===== src/rtl/hash_table_arbiter.sv =====
// hash_table_arbiter
//   Shares one hash-table command/response port between NUM_REQ requesters.
//   A round-robin arbiter loads a single registered command slot toward the
//   table. Every granted requester ID is pushed into an in-order FIFO, and the
//   head of that FIFO steers each response back to the requester that issued it.
//   The table must answer commands in the order it received them.
//
// Ports
//   clk, reset        single clock; reset is asynchronous and active-high
//   req_valid_i       per-requester command valid
//   req_data_i        packed commands, requester r at [r*CMD_W +: CMD_W]
//   req_ready_o       one-hot grant (command accepted on valid & ready)
//   tbl_valid_o/data  registered command toward the table
//   tbl_ready_i       table accepts the command
//   tbl_rsp_*         response from the table and its ready
//   rsp_valid_o       one-hot response valid to the owning requester
//   rsp_data_o        table response data, shared by all requesters
//   rsp_ready_i       per-requester response ready
//   outstanding_o     commands issued whose response has not been popped yet
//   err_unexp_rsp_o   sticky flag: a response arrived while no ID was pending
module hash_table_arbiter #(
    parameter int KEY_WIDTH       = 5,
    parameter int DATA_WIDTH      = 25,
    parameter int NUM_REQ         = 4,
    parameter int MAX_OUTSTANDING = 4,
    localparam int CMD_W = 2 + DATA_WIDTH + KEY_WIDTH,
    localparam int IDW   = $clog2(NUM_REQ),
    localparam int CW    = $clog2(MAX_OUTSTANDING + 1)
) (
    input  logic                     clk,
    input  logic                     reset,
    input  logic [NUM_REQ-1:0]       req_valid_i,
    input  logic [NUM_REQ*CMD_W-1:0] req_data_i,
    output logic [NUM_REQ-1:0]       req_ready_o,
    output logic                     tbl_valid_o,
    output logic [CMD_W-1:0]         tbl_data_o,
    input  logic                     tbl_ready_i,
    input  logic                     tbl_rsp_valid_i,
    input  logic [31:0]              tbl_rsp_data_i,
    output logic                     tbl_rsp_ready_o,
    output logic [NUM_REQ-1:0]       rsp_valid_o,
    output logic [31:0]              rsp_data_o,
    input  logic [NUM_REQ-1:0]       rsp_ready_i,
    output logic [CW-1:0]            outstanding_o,
    output logic                     err_unexp_rsp_o
);

    localparam int PW = $clog2(MAX_OUTSTANDING);

    logic [IDW-1:0] ptr;
    logic [IDW-1:0] grant_id;
    logic [IDW-1:0] cand;
    logic [IDW-1:0] head;
    logic           grant_any;
    logic           can_load;
    logic           push;
    logic           pop;
    logic           empty;

    logic [IDW-1:0] id_mem [MAX_OUTSTANDING];
    logic [PW-1:0]  wr_ptr;
    logic [PW-1:0]  rd_ptr;

    // The slot can take a new command when it is empty or draining this cycle,
    // and only while the registered count leaves room in the ID FIFO. Reset
    // gating keeps req_ready_o low while reset is held.
    assign can_load = !reset && (!tbl_valid_o || tbl_ready_i)
                      && (outstanding_o < CW'(MAX_OUTSTANDING));

    // Round-robin search: the first valid requester starting from ptr, wrapping.
    always_comb begin
        grant_any = 1'b0;
        grant_id  = '0;
        cand      = '0;
        if (can_load) begin
            for (int i = 0; i < NUM_REQ; i++) begin
                cand = IDW'((int'(ptr) + i) % NUM_REQ);
                if (!grant_any && req_valid_i[cand]) begin
                    grant_any = 1'b1;
                    grant_id  = cand;
                end
            end
        end
    end

    assign req_ready_o = grant_any ? (NUM_REQ'(1) << grant_id) : '0;
    assign push        = grant_any;
    assign empty       = (outstanding_o == '0);
    assign head        = id_mem[rd_ptr];

    // Steer the response to the requester at the head of the ID FIFO.
    always_comb begin
        rsp_valid_o     = '0;
        tbl_rsp_ready_o = 1'b0;
        if (!empty) begin
            rsp_valid_o[head] = tbl_rsp_valid_i;
            tbl_rsp_ready_o   = rsp_ready_i[head];
        end
    end

    assign rsp_data_o = tbl_rsp_data_i;
    assign pop        = tbl_rsp_valid_i && tbl_rsp_ready_o;

    always_ff @(posedge clk or posedge reset) begin
        if (reset) begin
            tbl_valid_o     <= 1'b0;
            tbl_data_o      <= '0;
            ptr             <= '0;
            wr_ptr          <= '0;
            rd_ptr          <= '0;
            outstanding_o   <= '0;
            err_unexp_rsp_o <= 1'b0;
        end else begin
            if (push) begin
                tbl_valid_o <= 1'b1;
                tbl_data_o  <= req_data_i[int'(grant_id)*CMD_W +: CMD_W];
                ptr         <= (grant_id == IDW'(NUM_REQ - 1)) ? '0 : grant_id + 1'b1;
                wr_ptr      <= wr_ptr + 1'b1;
            end else if (tbl_ready_i) begin
                tbl_valid_o <= 1'b0;
            end

            if (pop)
                rd_ptr <= rd_ptr + 1'b1;

            // Push and pop together leave the count unchanged.
            case ({push, pop})
                2'b10:   outstanding_o <= outstanding_o + 1'b1;
                2'b01:   outstanding_o <= outstanding_o - 1'b1;
                default: outstanding_o <= outstanding_o;
            endcase

            if (tbl_rsp_valid_i && empty)
                err_unexp_rsp_o <= 1'b1;
        end
    end

    // ID storage needs no reset: entries are only read while the count is non-zero.
    always_ff @(posedge clk) begin
        if (push)
            id_mem[wr_ptr] <= grant_id;
    end

endmodule


===== config.mk =====
export PLATFORM = sky130hd
export DESIGN_NAME = hash_table_arbiter
export DESIGN_NICKNAME = d
export VERILOG_FILES = /design/src/rtl/hash_table_arbiter.sv
export SDC_FILE = /design/constraint.sdc
export NUM_CORES = 1
export LEC_CHECK = 0
export CELL_PAD_IN_SITES_DETAIL_PLACEMENT = 0
export CELL_PAD_IN_SITES_GLOBAL_PLACEMENT = 1
export CORE_ASPECT_RATIO = 1.1
export CORE_MARGIN = 2
export CORE_UTILIZATION = 25
export CTS_CLUSTER_DIAMETER = 120
export DETAILED_ROUTE_END_ITERATION = 7
export PLACE_DENSITY_LB_ADDON = 0.1
export SETUP_SLACK_MARGIN = 0.1
export SYNTH_ARGS = -nofsm -noshare
export SYNTH_HDL_FRONTEND = slang
export SYNTH_SLANG_ARGS = --single-unit

===== constraint.sdc =====
create_clock -name clk -period 3.74 [get_ports clk]
set_clock_uncertainty 0.05 [all_clocks]
set_input_delay 0.374 -clock clk [delete_from_list [all_inputs] [get_ports clk]]
set_output_delay 0.374 -clock clk [all_outputs]
set_load 0.005 [all_outputs]

==> flow_summary.rst <==
.. list-table::
   :header-rows: 1

   * - Metric
     - Value
   * - Dominant combinational cell family by area after synthesis
     - multiplexers
   * - HPWL after detailed placement
     - 8.28 mm
   * - Core region area
     - 13800 um2
   * - CP Cell Sequence
     - clkdlybuf4s50_1, or4_1, and3_2, and2_2, inv_1, ha_1, and2_1, clkdlybuf4s50_1
   * - Adder-cell share of the synthesized area
     - 3.76%
   * - PortBufs
     - 185
   * - Violation count after the first detailed-route iteration
     - 89
   * - Max VDD drop
     - 233 uV
   * - Wire length of the first global-routing pass
     - 16.3 mm
   * - Buffers from clock root to sink, at most
     - 2
   * - Post-route DRC violation count
     - 0
   * - Via count normalized by instance count
     - 4.45
   * - Worst-case setup margin in the final layout
     - 518 ps
   * - Post-cts resize count
     - 0
   * - Routed via count
     - 2873
   * - Setup crit start kind
     - primary input
   * - CP required
     - 3320 ps
   * - Worst path arrival time
     - 2800 ps
   * - Instance count of the mapped netlist
     - 308
   * - Maximum achievable frequency
     - 0.310 GHz
   * - Share of async-settable or async-resettable flops after synthesis
     - 84.3%
   * - Synthesis-stage register bit count
     - 51
   * - PD cells
     - 601 nW/um2
   * - Post CTS Setup Buffer Count
     - 0
   * - Mux share of post-synthesis cell area
     - 20.5%
   * - Clock tree from TritonCTS
     - built
   * - Antenna diode count
     - 0
   * - Mapped Nets
     - 490
   * - Via count of the first global-routing pass
     - 2918
   * - Family with the most delay on the worst path
     - simple AND/OR/NAND/NOR gates
   * - Final Hold Violating Endpoints
     - 0
   * - Number of buffers created by CTS
     - 5
   * - Global placer's final weighted congestion
     - 0.771
   * - Final wirelength
     - 11.1 mm
   * - Clk Latency, worst-skew pair
     - 290 ps
   * - Area share of the largest cell type after synthesis
     - 30.5%
   * - Library cell occupying the most area in the post-synthesis netlist
     - dfrtp_1
   * - EDFF count, synth
     - 8
   * - Final slew viol count
     - 0
   * - 1st-pass router iterations
     - 4
   * - Worst setup path class
     - primary input to primary output
   * - Post-route clock period utilization
     - 86.1%
   * - Total number of H-tree levels
     - 2
   * - Die footprint
     - 15100 um2
   * - Tightest Pin Transition
     - 1020 ps
   * - Final worst path period need
     - 3220 ps
   * - Largest incremental delay on the critical path
     - 510 ps
   * - Crit-path slowest cell
     - or4_1
   * - Cell total after placement
     - 637
   * - Count of final setup violators
     - 0
   * - Highest-count cells in the layout ignoring fill and taps
     - clkdlybuf4s50_1 (185), mux2i_1 (66), dfrtp_1 (43)
   * - Area grow syn2layout
     - 55.1%
   * - Relative max-transition margin
     - 32.1%
   * - Number of nets in the finished design
     - 638
   * - Number of buffers and inverters on the critical path
     - 3
   * - Floorplan die width
     - 117 um
   * - Run status
     - completed
   * - Fraction of the mapped netlist area in simple logic gates
     - 8.26%
   * - Cell variety after synth
     - 36
   * - Number of antenna violations at the first check in global routing
     - 0
   * - Post-synthesis compound-gate area fraction
     - 16.1%
   * - Number of sinks on the clock net
     - 51
   * - Antenna Nets Post-Route
     - 0
   * - CTS Root Buffer Type
     - clkbuf_16
   * - Fill count
     - 1357
   * - Endpoint kind of the worst setup timing path
     - primary output
   * - Most used DFF post-synth
     - dfrtp_1
   * - Detail-routed net length per standard cell
     - 17.2 um
   * - Cell Count, Final, Fillers Out
     - 645
   * - Cell Area, Synth
     - 3530 um2
   * - Floorplan die height
     - 129 um
   * - Largest fanout of any net on the critical path
     - 13
   * - Global-route usage over all layers
     - 14.5%
   * - Final sum of negative setup slack
     - 0 ps
   * - Kind of path behind the tightest hold check
     - flip-flop to flip-flop
   * - Static Leak
     - 2.16 nW
   * - Most area-consuming cells after synthesis
     - dfrtp_1 (30%), mux2i_1 (19%), a221oi_2 (12%), buf_4 (6.8%), edfxtp_1 (6.8%)
   * - Warnings from Yosys
     - 0
   * - Initial standard-cell utilization of the core
     - 25.6%
   * - Total congestion overflow
     - 0
   * - Minimum setup slack after placement
     - 485 ps
   * - Sequential cell area fraction in the yosys report
     - 37.3%
   * - Mean cell area of the mapped netlist
     - 11.5 um2
   * - Ports
     - 250
   * - Count of hold buffers inserted by post-cts repair
     - 0
   * - Xor-xnor portion of the synthesized cell area
     - 1.49%
   * - CTS clock-pin slew for the worst setup and hold paths
     - 70 ps
   * - Std-Cell Rows
     - 45
   * - Most common library cell in the layout ignoring fill and taps
     - clkdlybuf4s50_1
   * - Cell type with the highest occurrence count on the critical path
     - clkdlybuf4s50_1
   * - Setup repair after global routing missed its margin
     - false
   * - Number of max-cap violations
     - 0
   * - Largest net degree at the start of global routing
     - 44
   * - Share of final-layout standard cells stronger than drive strength 1
     - 11.6%
synthesized netlist by cell type (4+ instances only):
cell type	count
a21oi_1	5
a221oi_1	4
a221oi_2	28
and2_1	9
buf_2	7
buf_4	32
buf_6	9
clkbuf_1	4
dfrtp_1	43
edfxtp_1	8
ha_1	9
inv_1	11
mux2i_1	66
nand2_1	4
nor2_1	37
layer usage:
metal  up-vias  global-route usage [%]  share of wire, %
li1       1376                       -                 -
met5         -                       0                 0
met3        29                    3.30               6.3
met2       101                    25.4                52
met1      1367                    16.5                38
met4         0                    6.64               3.5
per-stage QoR:
step	instance area, um2	power, mW	hold WS, ps	utilization, %
global route	5470	3.53	452	39.7
finish	5470	3.29	417	39.7
detailed placement	5310	2.80	406	38.5
CTS	5470	3.35	427	39.7
floorplan	3530	1.99	401	-
global placement	5310	2.79	398	38.5
sequential cells by signal, summed over array words and instances (netlist names):
register / flops
err_unexp_rsp_o: 1
id_mem: 8
outstanding_o: 3
ptr: 2
rd_ptr: 2
tbl_data_o: 32
tbl_valid_o: 1
wr_ptr: 2
cell families after synthesis:
logic type                 Yosys count
AOI/OAI and AO/OA                   46
adders and majority gates           10
DFF                                 51
and+or+nand+nor                     62
muxes                               69
buffers and inverters               64
xor gates and xnor gates             6
final timing paths:
| check | start | to | slack, ps | cells after the start |
|---|---|---|---|---|
| setup / recovery | req_valid_i[2] | req_ready_o[0] | 520 | 8 |
| min in group asynchronous | reset | ptr[0] | 630 | 2 |
| hold reg to reg | err_unexp_rsp_o | err_unexp_rsp_o | 420 | 1 |
| setup reg to reg | rd_ptr[0] | outstanding_o[2] | 830 | 9 |
| hold / removal | err_unexp_rsp_o | err_unexp_rsp_o | 420 | 1 |
| max in group asynchronous | reset | tbl_data_o[23] | 2380 | 2 |
worst reg2reg max path, stage by stage (launching register included):
cell and delay, ps:
dfrtp_1 420, mux4_1 650, or3b_4 420, o22ai_2 230, ha_1 230, inv_1 60
fa_1 370, xor2_1 150, nor2_1 120, xor2_1 150
power by group:
group          leakage, nW  internal, mW  switching [mW]
Clock               0.0812         0.313           0.213
Sequential           0.553         0.808           0.151
Combinational         1.52          1.01           0.798
Total                 2.16          2.13            1.16
cell type report:
class	instances	area, um2	share of cell area (%)
clock inverters	3	38.8	0.709
multi-input cells	193	1780	32.6
flip-flops and latches	51	1320	24.1
clock buffers	5	125	2.29
repair buffers	193	1920	35.2
inverters	12	50.0	0.915
well taps	188	235	4.30
No activity file was read; power rests on OpenSTA's default activity.
